<file path="src/rtl/instr_prefetch_pkg.sv">
// Shared definitions for the instruction prefetch block.
//   XLEN             - datapath / address width
//   PC_STEP          - byte increment between sequential instructions
//   prefetch_entry_t - one buffered entry: instruction address and word
package instr_prefetch_pkg;

    localparam int XLEN    = 32;
    localparam int PC_STEP = 4;

    typedef struct packed {
        logic [XLEN-1:0] pc;
        logic [XLEN-1:0] instr;
    } prefetch_entry_t;

endpackage

</file>
<file path="src/rtl/instr_fifo.sv">
// Synchronous FIFO holding prefetched {pc, instr} entries.
// Ports:
//   clk, reset  - clock, synchronous active-high reset
//   push, pop   - enqueue wr_entry / dequeue head (ignored when impossible)
//   flush       - drop every entry; overrides push and pop
//   wr_entry    - entry written at the tail on push
//   count       - number of buffered entries, 0..DEPTH
//   head        - oldest entry, all zeros when empty
//   full        - count == DEPTH
module instr_fifo
    import instr_prefetch_pkg::*;
#(
    parameter int DEPTH = 4
) (
    input  logic                     clk,
    input  logic                     reset,
    input  logic                     push,
    input  logic                     pop,
    input  logic                     flush,
    input  prefetch_entry_t          wr_entry,
    output logic [$clog2(DEPTH):0]   count,
    output prefetch_entry_t          head,
    output logic                     full
);

    localparam int               PTR_W      = $clog2(DEPTH);
    localparam logic [PTR_W:0]   FULL_COUNT = (PTR_W + 1)'(DEPTH);

    prefetch_entry_t  mem [DEPTH];
    logic [PTR_W-1:0] rd_ptr;
    logic [PTR_W-1:0] wr_ptr;
    logic             empty;
    logic             pop_ok;
    logic             push_ok;

    assign empty   = (count == '0);
    assign full    = (count == FULL_COUNT);
    assign pop_ok  = pop && !empty;
    // A full FIFO still accepts a push when the head leaves in the same cycle.
    assign push_ok = push && (!full || pop_ok);

    // Pointers are PTR_W bits wide, so DEPTH being a power of two makes
    // the +1 wrap modulo DEPTH for free.
    always_ff @(posedge clk) begin
        if (reset || flush) begin
            rd_ptr <= '0;
            wr_ptr <= '0;
            count  <= '0;
        end else begin
            if (push_ok) wr_ptr <= wr_ptr + 1'b1;
            if (pop_ok)  rd_ptr <= rd_ptr + 1'b1;
            // NOTE: non-blocking assignments for all state, so every register
            // samples the pre-edge values regardless of statement order.
            case ({push_ok, pop_ok})
                2'b10:   count <= count + 1'b1;
                2'b01:   count <= count - 1'b1;
                default: count <= count;
            endcase
        end
    end

    // NOTE: storage has no reset; an entry is never observed before it is
    // written because head is masked while empty.
    always_ff @(posedge clk) begin
        if (push_ok && !reset && !flush) mem[wr_ptr] <= wr_entry;
    end

    assign head = empty ? '0 : mem[rd_ptr];

endmodule

</file>
<file path="src/rtl/instr_prefetch.sv">
// Instruction prefetch stage: streams sequential words from a combinational
// instruction ROM into a small FIFO feeding decode, with redirect support.
// Ports:
//   clk, reset      - clock, synchronous active-high reset
//   imem_addr       - byte address to the ROM (the fetch PC)
//   imem_data       - ROM word for imem_addr, same cycle
//   redirect_valid  - flush buffered entries and restart fetch at redirect_pc
//   redirect_pc     - redirect target byte address (low two bits dropped)
//   instr_valid     - head entry valid toward decode
//   instr_ready     - decode accepts the head entry
//   instr_data      - head instruction word (0 when empty)
//   instr_pc        - head instruction address (0 when empty)
//   fifo_count      - number of buffered entries
module instr_prefetch
    import instr_prefetch_pkg::*;
#(
    parameter int              DEPTH    = 4,
    parameter logic [XLEN-1:0] RESET_PC = 32'h0000_0000
) (
    input  logic                   clk,
    input  logic                   reset,
    output logic [XLEN-1:0]        imem_addr,
    input  logic [XLEN-1:0]        imem_data,
    input  logic                   redirect_valid,
    input  logic [XLEN-1:0]        redirect_pc,
    output logic                   instr_valid,
    input  logic                   instr_ready,
    output logic [XLEN-1:0]        instr_data,
    output logic [XLEN-1:0]        instr_pc,
    output logic [$clog2(DEPTH):0] fifo_count
);

    logic [XLEN-1:0]          fetch_pc;
    logic [$clog2(DEPTH):0]   count;
    prefetch_entry_t          head;
    prefetch_entry_t          wr_entry;
    logic                     full;
    logic                     push;
    logic                     pop;

    // Outputs are forced idle while reset is held, even before the first
    // reset edge has cleared the FIFO state.
    assign instr_valid = !reset && (count != '0);
    assign instr_data  = instr_valid ? head.instr : '0;
    assign instr_pc    = instr_valid ? head.pc    : '0;
    assign fifo_count  = reset ? '0 : count;

    // Redirect outranks everything: no transfer happens in a redirect cycle.
    assign pop  = instr_valid && instr_ready && !redirect_valid;
    assign push = !reset && !redirect_valid && (!full || pop);

    assign imem_addr = fetch_pc;
    assign wr_entry  = '{pc: fetch_pc, instr: imem_data};

    always_ff @(posedge clk) begin
        if (reset) begin
            fetch_pc <= RESET_PC;
        end else if (redirect_valid) begin
            fetch_pc <= redirect_pc & ~XLEN'(3);
        end else if (push) begin
            // Natural 32-bit overflow gives the required wrap to zero.
            fetch_pc <= fetch_pc + XLEN'(PC_STEP);
        end
    end

    instr_fifo #(
        .DEPTH (DEPTH)
    ) u_fifo (
        .clk      (clk),
        .reset    (reset),
        .push     (push),
        .pop      (pop),
        .flush    (redirect_valid),
        .wr_entry (wr_entry),
        .count    (count),
        .head     (head),
        .full     (full)
    );

endmodule

</file>
<file path="config.mk">
export PLATFORM = sky130hd
export DESIGN_NAME = instr_prefetch
export DESIGN_NICKNAME = d
export VERILOG_FILES = /design/src/rtl/instr_prefetch_pkg.sv /design/src/rtl/instr_fifo.sv /design/src/rtl/instr_prefetch.sv
export SDC_FILE = /design/constraint.sdc
export NUM_CORES = 1
export LEC_CHECK = 0
export ABC_CLOCK_PERIOD_IN_PS = 4400
export BUFFER_PORTS_ARGS = -buffer_cell sky130_fd_sc_hd__buf_2
export CAP_MARGIN = 20
export CORE_MARGIN = 5
export CORE_UTILIZATION = 52
export DETAILED_ROUTE_END_ITERATION = 6
export PLACE_DENSITY = 0.76
export SLEW_MARGIN = 0
export SYNTH_ARGS = -nofsm -noshare
export SYNTH_HDL_FRONTEND = slang
export SYNTH_HIERARCHICAL = 1
export SYNTH_SLANG_ARGS = --single-unit
</file>
<file path="constraint.sdc">
create_clock -name clk -period 4.4 [get_ports clk]
set_input_delay 0.44 -clock clk [delete_from_list [all_inputs] [get_ports clk]]
set_output_delay 0.44 -clock clk [all_outputs]
set_load 0.1 [all_outputs]
</file>
Yosys cells after proc, flatten, opt, wreduce, memory -nomap -nowiden
Memories as Yosys holds them, arrays and structs flattened. A register that Yosys moved wholly into a read port is not among the register bits.
Cells that the tools add are included.
{ "classes": {"mux": 11, "n_lt_le_gt_ge": 0, "reduce_logical": 21, "bitwise": 0, "multipliers": 0, "add_sub_neg": 5, "div_mod_pow": 0, "eq_ne": 3, "shifts": 0} }
{ "op_table": {"columns": ["cell", "count"], "rows": [
  ["$mux 32", 4],
  ["$mux 64", 1],
  ["$add 32x3->32 const B", 1],
  ["$logic_and 1x1->1", 9],
  ["$pmux 3 s2", 1],
  ["$add 2x1->2 const B", 2],
  ["$logic_not 1->1", 4],
  ["$mux 2", 2],
  ["$reduce_bool 2->1", 2],
  ["$add 3x1->3 const B", 1],
  ["$eq 3x3->1 const B", 1],
  ["$logic_not 3->1", 1],
  ["$logic_or 1x1->1", 3],
  ["$mux 3", 1],
  ["$reduce_bool 3->1", 1],
  ["$sub 3x1->3 const B", 1],
  ["$eq 2x1->1 const B", 1],
  ["$eq 2x2->1 const B", 1],
  ["$mux 1", 2],
  ["$reduce_or 2->1", 1]
]} }
{ "totals": {"input_bits": 68, "out_inout_bits": 100, "word_cells": 46, "mem_bits_rw": 256, "mem_count": 1, "latch_bits": 0, "regBits": 39, "romBits": 0} }
{ "mem_list": {"columns": ["name", "words", "width", "rd", "rd_clocked_by_memory_dff", "wr", "line", "text"], "rows": [
  ["u_fifo.mem", 4, 64, 1, 1, 1, "instr_fifo.sv:29", "prefetch_entry_t mem [DEPTH];"]
]} }

Longest topological paths before layout
Gate-level depths: netlist (run 1).
{ "logic_depth": {"word_depth": 11, "depth_mapped": 16, "mapped_depth_nobuf": 12} }

Hierarchy
Netlist (run 1), hierarchy kept.
{ "by_module_without_submodules": {"columns": ["module", "cells_per_inst", "n_inst", "seq_area_each_um2", "area_per_inst_um2"], "rows": [
  ["instr_fifo", 473, 1, 7867.5, 10281.1],
  ["instr_prefetch", 310, 1, 600.6, 2288.4]
]} }

Worst setup path before layout (run 1)
No wires, ideal clock.
{ "synth_path": {"kind": "flip-flop to flip-flop", "from": "reg u_fifo.count[1]", "to": "mem u_fifo/mem[1][0] in the netlist's numbering, enable pin", "path_slack_ns": 0.083, "t_arrival_ns": 3.888, "setup_time_ns": 0.429, "n_path_buf": 4, "synth_period_minus_slack_ns": 4.317, "path_stages_with_launch": 14, "required_time_ns": 3.971, "path_cell_list": "dfxtp_1 buf_2 nor2_1 and2_1 or4b_2 and3_1 clkbuf_1 clkbuf_1 nand2b_1 inv_1 buf_2 inv_1 nor3_1 and2_1"} }
{ "synth_via": {"elab_cells_between_ends": 17, "classes_between": "eq/ne (1); mux (2); reduce/logical (14)"} }
{ "synth_rtl": {"columns": ["element", "line", "text"], "rows": [
  ["from (decl)", "instr_fifo.sv:21", "output logic [$clog2(DEPTH):0] count,"],
  ["from (signal assigned)", "instr_fifo.sv:55", "2'b10: count <= count + 1'b1;"],
  ["from (signal assigned)", "instr_fifo.sv:56", "2'b01: count <= count - 1'b1;"],
  ["from (signal assigned)", "instr_fifo.sv:57", "default: count <= count;"],
  ["$eq 3x3->1", "instr_fifo.sv:37", "assign full = (count == FULL_COUNT);"],
  ["named net full", "instr_prefetch.sv:37", "logic full;"],
  ["$logic_not 1->1", "instr_prefetch.sv:50", "assign push = !reset && !redirect_valid && (!full || pop);"],
  ["$logic_or 1x1->1", "instr_prefetch.sv:50", null],
  ["$logic_and 1x1->1", "instr_prefetch.sv:50", null],
  ["named net push", "instr_prefetch.sv:38", "logic push;"],
  ["$logic_and 1x1->1", "instr_fifo.sv:40", "assign push_ok = push && (!full || pop_ok);"],
  ["$logic_and 1x1->1 (2 in series)", "instr_fifo.sv:65", "if (push_ok && !reset && !flush) mem[wr_ptr] <= wr_entry;"],
  ["$mux 1", "instr_fifo.sv:65", null],
  ["$mux 1 (not written as such)", "instr_fifo.sv:65", null],
  ["to (decl)", "instr_fifo.sv:29", null]
]} }
The timed path passes the listed nets, and every way through them passes these cells.

Worst setup path in the final report (run 1)
{ "layout_path": {"from": "reg u_fifo.count[0]", "to": "mem u_fifo/mem[3][45] in the netlist's numbering, enable pin"} }
Same word-level chain as after synthesis.

==> reports/qor.csv, run 1 <==
metric,value,unit
dp_hpwl,15900,microns
nets,1028,
crit_type,flop to flop,
clk_path_buf_depth,3,
place.gp.congestion,0.798,
numPortBuffers,163,
cts_tree,yes,
htreeDepth,1,
dp_slack,1030,ps
root_buffer,clkbuf_16,
fill_cells,1746,
crit_top_cell,inv_1,
grt_pass1_vias,7199,
fp.dieH,165,microns
peakVddDrop,0.244,mV
drc,0,
setup_violations,0,
p_clk_share,42.0,%
p_leak,5.22,nW
worst_ep_arrival_time,3630,ps
post_cts_buffers,0,
rsz0062_at_grt,false,
grt.total_usage,18.9,%
setup_slack,1000,ps
initial_core_util,53.2,%
clock_skew,10.7,ps
vias,7046,
die-area,27400,sq um
postSynthCellCount,783,
path_cells,nor2_1 > and2_1 > or4b_2 > and3_1 > nand2b_1 > inv_1 > inv_1 > nor3_1 > and2_4 > buf_12,
antenna_found_initial,0,
coreArea,23600,sq um
antenna_cells,0,
p_sw,1.27,mW
wl_met3,1660,microns
worstSkewPairLatency,530,ps
final_period_minus_worst_setup_slack,3400,ps
swShare,21.3,%
internal_power,4.67,mW
drt_pass1_iterations,5,
final_hold_viol_count,0,
viasPerCell,5.45,
grt_max_degree,65,
r2r-start,u_fifo/count[0]$_SDFFE_PP0P_,
fmax,0.294,GHz
pin_count,168,
drt-met1-wl,11100,microns
die_w,165,microns
max-slew-margin-rel,35.0,%
synth_edf_count,256,
wl_met2,12400,microns
syn_avg_cell_area,16.1,sq um
crit_fanout,22,
highest_layer,met4,
worst_setup_path_start_kind,flop,
drt_iter0_drc,530,
grt_pass1_wl,40000,microns
syn_area,12600,sq um
cts.sinks,295,
async_flop_share,0,%
slowest_delay,590,ps
ant_nets,0,
cts-hold-fix-buffers,0,
powerDensity,402,nW/um^2
drive_gt1_share,31.0,%
clk_pin_slew_worst_paths,60,ps
ys_types,50,
ys_ff_latch,295,
ys_seq_area_share,67.4,%
critPathRequiredTime,4630,ps
syn_to_final_growth,17.4,%
cts_buffers,29,
wl,25600,microns
cts_resized,0,
routedWlPerCell,19.8,microns
seqPwrFrac,52.7,%
final-max-slew-violation-count,0,
synth_ff_type,edfxtp_1,
tns,0,ps
ys.warnings.count,6,
rows,56,
slowest_stage,dfxtp_1,
worstHoldStart,imem_data[8],
startpoint,u_fifo/count[0]$_SDFFE_PP0P_,
period_share,77.3,%
overflow,0,
worst_pin_slew,975,ps
cap_violations,0,
cp-end-kind,flop,
hold_path.class,primary input to flop,
status,completed,
comb_power_share,5.3,%
==> state kept, by name, summed over array words and instances (netlist names), named ones only <==
signal / count
u_fifo/mem: 256
imem_addr: 30
u_fifo/count: 3
u_fifo/rd_ptr: 2
u_fifo/wr_ptr: 2
==> kinds of logic (layout without fill, tap and decap cells) <==
group,after synthesis,count (layout),share of synthesized area (%)
flip-flops,295,295,67.4
AND/OR/NAND/NOR,239,239,11.6
buffers and inverters,79,262,3.08
multiplexers,72,72,12.1
AO/OA/AOI/OAI,63,63,3.17
XOR/XNOR,28,28,1.95
adder cells (fa/ha/maj),6,6,0.657
other,1,10,0.0298
==> cells in the final DEF, fill, tap and decap left out, types with 6 or more instances in the layout <==
cell type,count
nand4_1,12
conb_1,10
xor2_1,11
edfxtp_1,256
nand3_1,11
o21a_1,20
a21oi_1,26
clkbuf_16,29
mux2i_1,7
nor3_1,10
clkbuf_1,8
buf_4,8
nor2_1,17
buf_12,8
xnor2_1,17
inv_1,31
nand2_1,9
buf_2,163
mux4_2,64
clkinv_2,6
nor2b_1,67
dfxtp_1,37
and2_1,66
==> power groups by stage <==
stage                     Combinational (mW)  Clock (mW)  Sequential, mW
after CTS                              0.317        2.55            3.13
after global placement                 0.313           0            3.18
after floorplan                       0.0996           0            3.30
after detailed placement               0.316           0            3.19
final                                  0.315        2.50            3.13
after global routing                   0.335        2.69            3.13
==> layout make-up <==
cell class | instances | area [sq um] | area share (%)
tap | 319 | 399 | 2.70
clock buffer | 38 | 769 | 5.21
multi-input combinational | 418 | 3770 | 25.5
clock inverter | 14 | 195 | 1.32
inverter | 31 | 116 | 0.788
timing repair buffer | 179 | 1040 | 7.02
sequential | 295 | 8480 | 57.4
==> per-layer routing <==
metal  GRT usage, %  up-vias
li1               -     3276
met1           26.9     3522
met2           31.2      220
met3           3.28       28
met4           4.27        0
met5              0        -
==> cells in the mapped netlist (2+ instances only) <==
library cell  number  area [sq um]
a21oi_1           26           130
a31oi_1            3          18.8
and2_1            70           438
and2b_1            2          15.0
and3_1             4          25.0
and4_1             2          17.5
buf_2             14          70.1
buf_4              3          22.5
buf_6              8          90.1
clkbuf_1          21          78.8
dfxtp_1           39           781
edfxtp_1         256          7690
ha_1               5          62.6
inv_1             31           116
mux2i_1            7          70.1
mux4_2            64          1440
nand2_1            9          33.8
nand2b_1           5          31.3
nand3_1           11          55.1
nand3b_1           2          15.0
nand4_1           12          75.1
nor2_1            18          67.6
nor2b_1           67           419
nor3_1            10          50.1
nor3b_1            4          30.0
nor4_1             5          31.3
nor4b_1            3          26.3
o21a_1            20           150
o21ai_0            5          25.0
o22ai_1            4          25.0
o31a_1             2          17.5
or2_2              3          18.8
or3_1              4          25.0
or4_1              2          15.0
xnor2_1           17           149
xor2_1            11          96.3
==> per-stage QoR <==
stage	utilization, %	std cells	hold slack (ps)	area, sq um	total power [mW]
after floorplan	-	792	472	12600	3.40
after global placement	58.4	1242	487	13800	3.50
after detailed placement	58.4	1242	491	13800	3.50
after CTS	62.5	1294	91.6	14800	5.99
after global routing	62.5	1294	96.1	14800	6.15
final	62.5	1294	116	14800	5.94
==> path summary, 6_finish.rpt <==
check                                                      to  depth (start not counted)  slack (ps)
worst min-delay path               u_fifo/mem[0][8]$_DFFE_PP_                          1         120
worst min register to register  u_fifo/rd_ptr[1]$_SDFFE_PP0P_                          2         500
worst max register to register    u_fifo/mem[3][45]$_DFFE_PP_                         10        1000
worst max-delay path              u_fifo/mem[3][45]$_DFFE_PP_                         10        1000
==> worst max-delay path, delay by kind of cell (launching register included) <==
kind | cells | cell delay, ps
buffers and inverters | 3 | 620
and+or+nand+nor | 7 | 1860
DFF | 1 | 590
Note: power is estimated with default switching activity, not from simulation.
==> run 2, diff against run 1 <==
--- a/config.mk
+++ b/config.mk
@@ -5,13 +5,14 @@
 export SDC_FILE = /design/constraint.sdc
 export NUM_CORES = 1
 export LEC_CHECK = 0
-export ABC_CLOCK_PERIOD_IN_PS = 4400
+export ABC_AREA = 1
+export ABC_CLOCK_PERIOD_IN_PS = 3410
 export BUFFER_PORTS_ARGS = -buffer_cell sky130_fd_sc_hd__buf_2
 export CAP_MARGIN = 20
 export CORE_MARGIN = 5
-export CORE_UTILIZATION = 52
+export CORE_UTILIZATION = 58
 export DETAILED_ROUTE_END_ITERATION = 6
-export PLACE_DENSITY = 0.76
+export PLACE_DENSITY = 0.8
 export SLEW_MARGIN = 0
 export SYNTH_ARGS = -nofsm -noshare
 export SYNTH_HDL_FRONTEND = slang
==> constraint.sdc (replaced) <==
create_clock -name clk -period 3.41 [get_ports clk]
set_input_delay 0.341 -clock clk [delete_from_list [all_inputs] [get_ports clk]]
set_output_delay 0.341 -clock clk [all_outputs]
set_load 0.1 [all_outputs]
==> reports/qor.csv, run 2 <==
metric,value,unit,change
pin_count,168,,unchanged
clock_skew,21.1,ps,was 10.7 ps
drt_pass1_iterations,5,,unchanged
worst_ep_arrival_time,2850,ps,was 3630 ps
fp.dieH,161,microns,was 165 microns
final_cell_mix,"nor2_1, edfxtp_1, buf_2, nand2_1, o21ai_0",,"was edfxtp_1, buf_2, nor2b_1, and2_1, mux4_2"
synth.most_common_cell,nor2_1,,was edfxtp_1
hold_end,u_fifo/mem[0][22]$_DFFE_PP_,,was u_fifo/mem[0][8]$_DFFE_PP_
setup_violations,0,,unchanged
cts_buffers,30,,was 29
r2r-end,u_fifo/mem[1][55]$_DFFE_PP_,,was u_fifo/mem[3][45]$_DFFE_PP_
synthDominantCellAreaShare,58.4,%,was 61.2%
root_buffer,clkbuf_16,,unchanged
numPortBuffers,163,,unchanged
synth_common_cells,"nor2_1, edfxtp_1, nand2_1, o21ai_0, inv_1",,"was edfxtp_1, and2_1, nor2b_1, mux4_2, dfxtp_1"
ys_seq_area_share,64.3,%,was 67.4%
rows,55,,was 56
async_flop_share,0,%,unchanged
cts_tree,yes,,unchanged
ff2ff_path_depth,9,,was 10
postSynthCellCount,1348,,was 783
place.gp.congestion,0.880,,was 0.798
antenna_cells,0,,unchanged
drive_gt1_share,16.5,%,was 31.0%
final_hold_viol_count,0,,unchanged
ys_types,35,,was 50
routedWlPerCell,16.7,microns,was 19.8 microns
ys.warnings.count,6,,unchanged
die_w,161,microns,was 165 microns
synth_edf_count,256,,unchanged
critPathRequiredTime,3070,ps,was 4630 ps
clk_pin_slew_worst_paths,60,ps,about the same
top_register,u_fifo/mem,,unchanged
crit_fanout,56,,was 22
dp_hpwl,18900,microns,was 15900 microns
p_leak,5.81,nW,was 5.22 nW
multiInputGateArea,3870,sq um,was 3770 sq um
place_inst,1760,,was 1242
final_period_minus_worst_setup_slack,3190,ps,
vias,9853,,was 7046
cap_violations,0,,unchanged
worst_pin_slew,944,ps,was 975 ps
drt_iter0_drc,769,,was 530
peakVddDrop,0.392,mV,was 0.244 mV
grt_pass1_wl,48500,microns,was 40000 microns
antenna_found_initial,0,,unchanged
crit_type,flop to primary output,,was flop to flop
fill_cells,1629,,was 1746
synth_ff_type,edfxtp_1,,unchanged
register_area,8470,sq um,was 8480 sq um
largest_reg_flops,256,,unchanged
tns,0,ps,unchanged
ys_ff_latch,295,,unchanged
fmax,0.314,GHz,
whs_path_depth,1,,unchanged
syn_to_final_growth,16.2,%,was 17.4%
nets,1592,,was 1028
ant_nets,0,,unchanged
viasPerCell,5.40,,was 5.45
htreeDepth,1,,unchanged
dp_slack,622,ps,was 1030 ps
grt_pass1_vias,9747,,was 7199
synth_area_leaders,"edfxtp_1, nor2_1, dfxtp_1",,"was edfxtp_1, mux4_2, dfxtp_1"
coreArea,22500,sq um,was 23600 sq um
period_share,93.5,%,
worstHoldStart,imem_data[22],,was imem_data[8]
grt.total_usage,23.2,%,was 18.9%
syn_avg_cell_area,9.77,sq um,was 16.1 sq um
die-area,25800,sq um,was 27400 sq um
max-slew-margin-rel,37.0,%,was 35.0%
syn_area,13200,sq um,was 12600 sq um
worst_setup_path_start_kind,flop,,unchanged
grt_max_degree,65,,unchanged
reg2reg_slack,860,ps,was 1000 ps
wl,30500,microns,was 25600 microns
initial_core_util,58.5,%,was 53.2%
worstSkewPairLatency,550,ps,was 530 ps
drc,0,,unchanged
cp-end-kind,primary output,,was flop
final-max-slew-violation-count,0,,unchanged
final_common_cell,nor2_1,,was edfxtp_1
utilization,68.0,%,was 62.5%
overflow,0,,unchanged
stdcell_count,1826,,was 1294
synth_top_area_cell,edfxtp_1,,unchanged
r2r-start,u_fifo/count[2]$_SDFFE_PP0P_,,was u_fifo/count[0]$_SDFFE_PP0P_
hold_path.class,primary input to flop,,unchanged
post_cts_buffers,0,,unchanged
cts.sinks,295,,unchanged
setup_slack,221,ps,was 1000 ps
powerDensity,501,nW/um^2,was 402 nW/um^2
status,completed,,unchanged
rsz0062_at_grt,false,,unchanged
clk_path_buf_depth,3,,unchanged
run 2: cell count changes in the layout (fill, tap and decap cells not counted), sizes merged, moves of 35 or more:
cell	before	now
nor2	18	399
a21oi	26	90
inv	31	127
and2	70	0
nor2b	67	0
o21ai	5	146
mux4	64	0
nand2	9	144
nand3	11	46
run 2: layer usage:
metal,share of wire [%],vias to the layer above,GRT usage [%]
met5,0,-,0
met4,1.8,0,6.22
met3,7.6,50,3.39
met2,50,404,40.7
met1,40,4613,30.5
li1,-,4786,-
run 2: worst max-delay path, cell delays in order (launching register included):
cell and delay (ps):
dfxtp_4 630, clkinv_2 450, buf_12 330, o21ai_0 250, a21oi_1 170, inv_1 100
nor2_1 40, buf_2 290
run 2: how the worst max path moves through the flow:
stage / start / end / cells past startpoint / slack [ps]
after floorplan: redirect_valid / u_fifo/mem[0][0]$_DFFE_PP_ / 7 / -1000
after global placement: reset / instr_pc[5] / 7 / 720
after detailed placement: reset / instr_pc[3] / 7 / 620
after CTS: flop / instr_pc[9] / 8 / 120
after global routing: flop / instr_pc[18] / 8 / 20
final: flop / instr_pc[10] / 7 / 220
run 2: cell families after synthesis:
kind of cell / share of synthesized area (%)
multiplexers: 0.0760
other: 0.0285
AND/OR/NAND/NOR: 18.0
flip-flops: 64.3
XOR/XNOR: 0.732
adder cells (fa/ha/maj): 0.627
AO/OA/AOI/OAI: 9.45
buffers and inverters: 6.77
run 2: what timing repair did:
action	CTS	global route
resized for setup	0	2
hold buffers	9	2
setup endpoints to repair	0	4
endpoints found under the hold margin	31	5
run 2: final cells by class:
class / count / area share (%)
clock buffers: 39 / 5.27
repair buffers: 198 / 7.77
multi-input cells: 866 / 25.3
inverters: 127 / 3.12
clock inverters: 16 / 0.826
flip-flops and latches: 295 / 55.4
well taps: 285 / 2.33
run 2: where the power goes:
part | switching (mW) | internal [mW]
combinational | 0.416 | 0.124
sequential | 0.0771 | 3.97
clock | 1.28 | 1.81
total | 1.77 | 5.90
run 2: metrics by stage:
stage / hold slack (ps) / cell area [sq um] / power (mW)
finish: 14.9 / 15300 / 7.67
global route: 3.00 / 15300 / 7.93
CTS: 0.675 / 15300 / 7.71
detailed placement: 471 / 14300 / 4.65
global placement: 452 / 14300 / 4.64
floorplan: 440 / 13200 / 4.49
==> run 3, diff against run 2 <==
--- a/config.mk
+++ b/config.mk
@@ -10,9 +10,9 @@
 export BUFFER_PORTS_ARGS = -buffer_cell sky130_fd_sc_hd__buf_2
 export CAP_MARGIN = 20
 export CORE_MARGIN = 5
-export CORE_UTILIZATION = 58
+export CORE_UTILIZATION = 44
 export DETAILED_ROUTE_END_ITERATION = 6
-export PLACE_DENSITY = 0.8
+export REMOVE_ABC_BUFFERS = 1
 export SLEW_MARGIN = 0
 export SYNTH_ARGS = -nofsm -noshare
 export SYNTH_HDL_FRONTEND = slang
==> reports/qor.csv, run 3 (same netlist as run 2, synthesis figures left out) <==
metric,value,unit,change
peakVddDrop,0.374,mV,was 0.392 mV
drc,0,,unchanged
cp-end-kind,primary output,,unchanged
cts.sinks,295,,unchanged
cp_num_buf_inv,5,,was 4
max-slew-margin-rel,38.2,%,was 37.0%
initial_core_util,44.5,%,was 58.5%
final_period_minus_worst_setup_slack,2960,ps,was 3190 ps
fill_cells,2664,,was 1629
hold_path.class,primary input to flop,,unchanged
cts_buffers,30,,unchanged
ff2ff_path_depth,9,,unchanged
r2r-end,u_fifo/mem[3][7]$_DFFE_PP_,,was u_fifo/mem[1][55]$_DFFE_PP_
die_w,183,microns,was 161 microns
crit_fanout,47,,was 56
viasPerCell,4.99,,was 5.40
post_cts_buffers,0,,unchanged
hold_end,u_fifo/mem[2][27]$_DFFE_PP_,,was u_fifo/mem[0][22]$_DFFE_PP_
drt_iter0_drc,542,,was 769
ant_nets,0,,unchanged
final_cell_mix,"nor2_1, edfxtp_1, buf_2, nand2_1, o21ai_0",,unchanged
dp_hpwl,19400,microns,was 18900 microns
cap_violations,0,,unchanged
coreArea,29600,sq um,was 22500 sq um
clk_pin_slew_worst_paths,60,ps,about the same
rsz0062_at_grt,false,,unchanged
worst_setup_path_start_kind,flop,,unchanged
grt_pass1_wl,51700,microns,was 48500 microns
grt_pass1_vias,9204,,was 9747
cts_tree,yes,,unchanged
vias,9701,,was 9853
slowest_stage,buf_2,,was dfxtp_4
routedWlPerCell,17.1,microns,was 16.7 microns
final-max-slew-violation-count,0,,unchanged
powerDensity,497,nW/um^2,was 501 nW/um^2
critPathRequiredTime,3070,ps,about the same
setup_slack,450,ps,was 221 ps
whs_path_depth,1,,unchanged
pin_count,168,,unchanged
p_leak,5.89,nW,was 5.81 nW
dp_slack,833,ps,was 622 ps
worst_ep_arrival_time,2620,ps,was 2850 ps
antenna_found_initial,0,,unchanged
nets,1609,,was 1592
fp.dieH,183,microns,was 161 microns
numPortBuffers,163,,unchanged
root_buffer,clkbuf_16,,unchanged
reg2reg_slack,790,ps,was 860 ps
rows,63,,was 55
cp_top_family,buffers and inverters,,unchanged
stdcell_count,1946,,was 1826
r2r-start,u_fifo/count[2]$_SDFFE_PP0P_,,unchanged
cts_resized,0,,unchanged
path_cells,inv_1 > nand2_1 > inv_2 > buf_12 > a21oi_1 > inv_1 > nor2_1 > buf_2,,was clkinv_2 > buf_12 > o21ai_0 > a21oi_1 > inv_1 > nor2_1 > buf_2
antenna_cells,0,,unchanged
final_hold_viol_count,0,,unchanged
drt_pass1_iterations,5,,unchanged
crit_top_cell,inv_1,,
period_share,86.8,%,was 93.5%
setup_violations,0,,unchanged
grt.total_usage,19.3,%,was 23.2%
worstSkewPairLatency,560,ps,was 550 ps
slowest_delay,490,ps,was 630 ps
status,completed,,unchanged
htreeDepth,1,,unchanged
top_register,u_fifo/mem,,unchanged
grt_max_degree,100,,was 65
drive_gt1_share,16.4,%,was 16.5%
worstHoldStart,imem_data[27],,was imem_data[22]
clock_skew,19.0,ps,was 21.1 ps
cp.depth,8,,was 7
largest_reg_flops,256,,unchanged
crit_type,flop to primary output,,unchanged
die-area,33500,sq um,was 25800 sq um
worst_pin_slew,927,ps,was 944 ps
fmax,0.338,GHz,was 0.314 GHz
clk_path_buf_depth,3,,unchanged
cts-hold-fix-buffers,28,,was 9
wl,33200,microns,was 30500 microns
overflow,0,,unchanged
final_common_cell,nor2_1,,unchanged
place.gp.congestion,0.862,,was 0.880
syn_to_final_growth,18.9,%,was 16.2%
place_inst,1863,,was 1760
==> run 3: cell types whose count changed in the layout (fill, tap and decap cells not counted), sizes merged, moves of 2 or more <==
cell	previous run	this run
clkbuf	39	37
clkinv	14	11
clkinvlp	0	3
dlygate4sd3	11	29
==> run 3: worst reg2reg max path, cell delays in order (launching register included) <==
cell and delay [ps]:
dfxtp_1 420, inv_1 90, nand3_1 140, nand3_2 170, nor2_1 210, nand2_1 150
nand2_1 110, nand3_1 320, nor2_4 240, buf_4 420
==> run 3: stage by stage <==
step | power [mW] | hold slack [ps] | area, sq um | utilization [%] | setup TNS, ps
finish | 7.79 | 16.3 | 15700 | 53.0 | 0
global route | 8.07 | 7.95 | 15700 | 53.0 | 0
CTS | 7.86 | 0.198 | 15600 | 52.9 | 0
floorplan | 4.47 | 410 | 12800 | - | -348920
detailed placement | 4.67 | 460 | 14400 | 48.7 | 0
global placement | 4.66 | 455 | 14400 | 48.7 | 0
==> run 3: power by group <==
group          total, mW  switching [mW]  internal, mW  leakage (nW)
registers           4.04          0.0696          3.97          2.65
clock network       3.17            1.34          1.84         0.451
logic              0.575           0.434         0.141          2.79
==> run 3: worst max path at each step <==
stage | startpoint | end
after global routing | flop | instr_data[20]
final | u_fifo/count[2]$_SDFFE_PP0P_ | instr_pc[21]
after floorplan | flop | instr_pc[16]
after CTS | flop | instr_data[12]
after global placement | flop | instr_data[23]
after detailed placement | u_fifo/count[2]$_SDFFE_PP0P_ | u_fifo/mem[3][35]$_DFFE_PP_
==> run 3: area by class of cell <==
| cell class | count | area, sq um | share of cell area, % |
|---|---|---|---|
| timing repair buffer | 215 | 1400 | 8.96 |
| inverter | 127 | 478 | 3.05 |
| tap | 390 | 488 | 3.12 |
| sequential | 295 | 8470 | 54.1 |
| multi-input combinational | 866 | 3870 | 24.7 |
| clock inverter | 16 | 168 | 1.07 |
| clock buffer | 37 | 777 | 4.96 |
==> run 3: per-layer routing <==
metal  wire [microns]  up-vias  global-route usage (%)  part of all wire, %
li1                 -     4822                       -                    -
met2            15700      254                    31.9                   47
met1            15200     4588                    27.5                   46
met5                0        -                       0                    0
met3             1820       37                    2.99                  5.5
met4              468        0                    3.78                  1.4
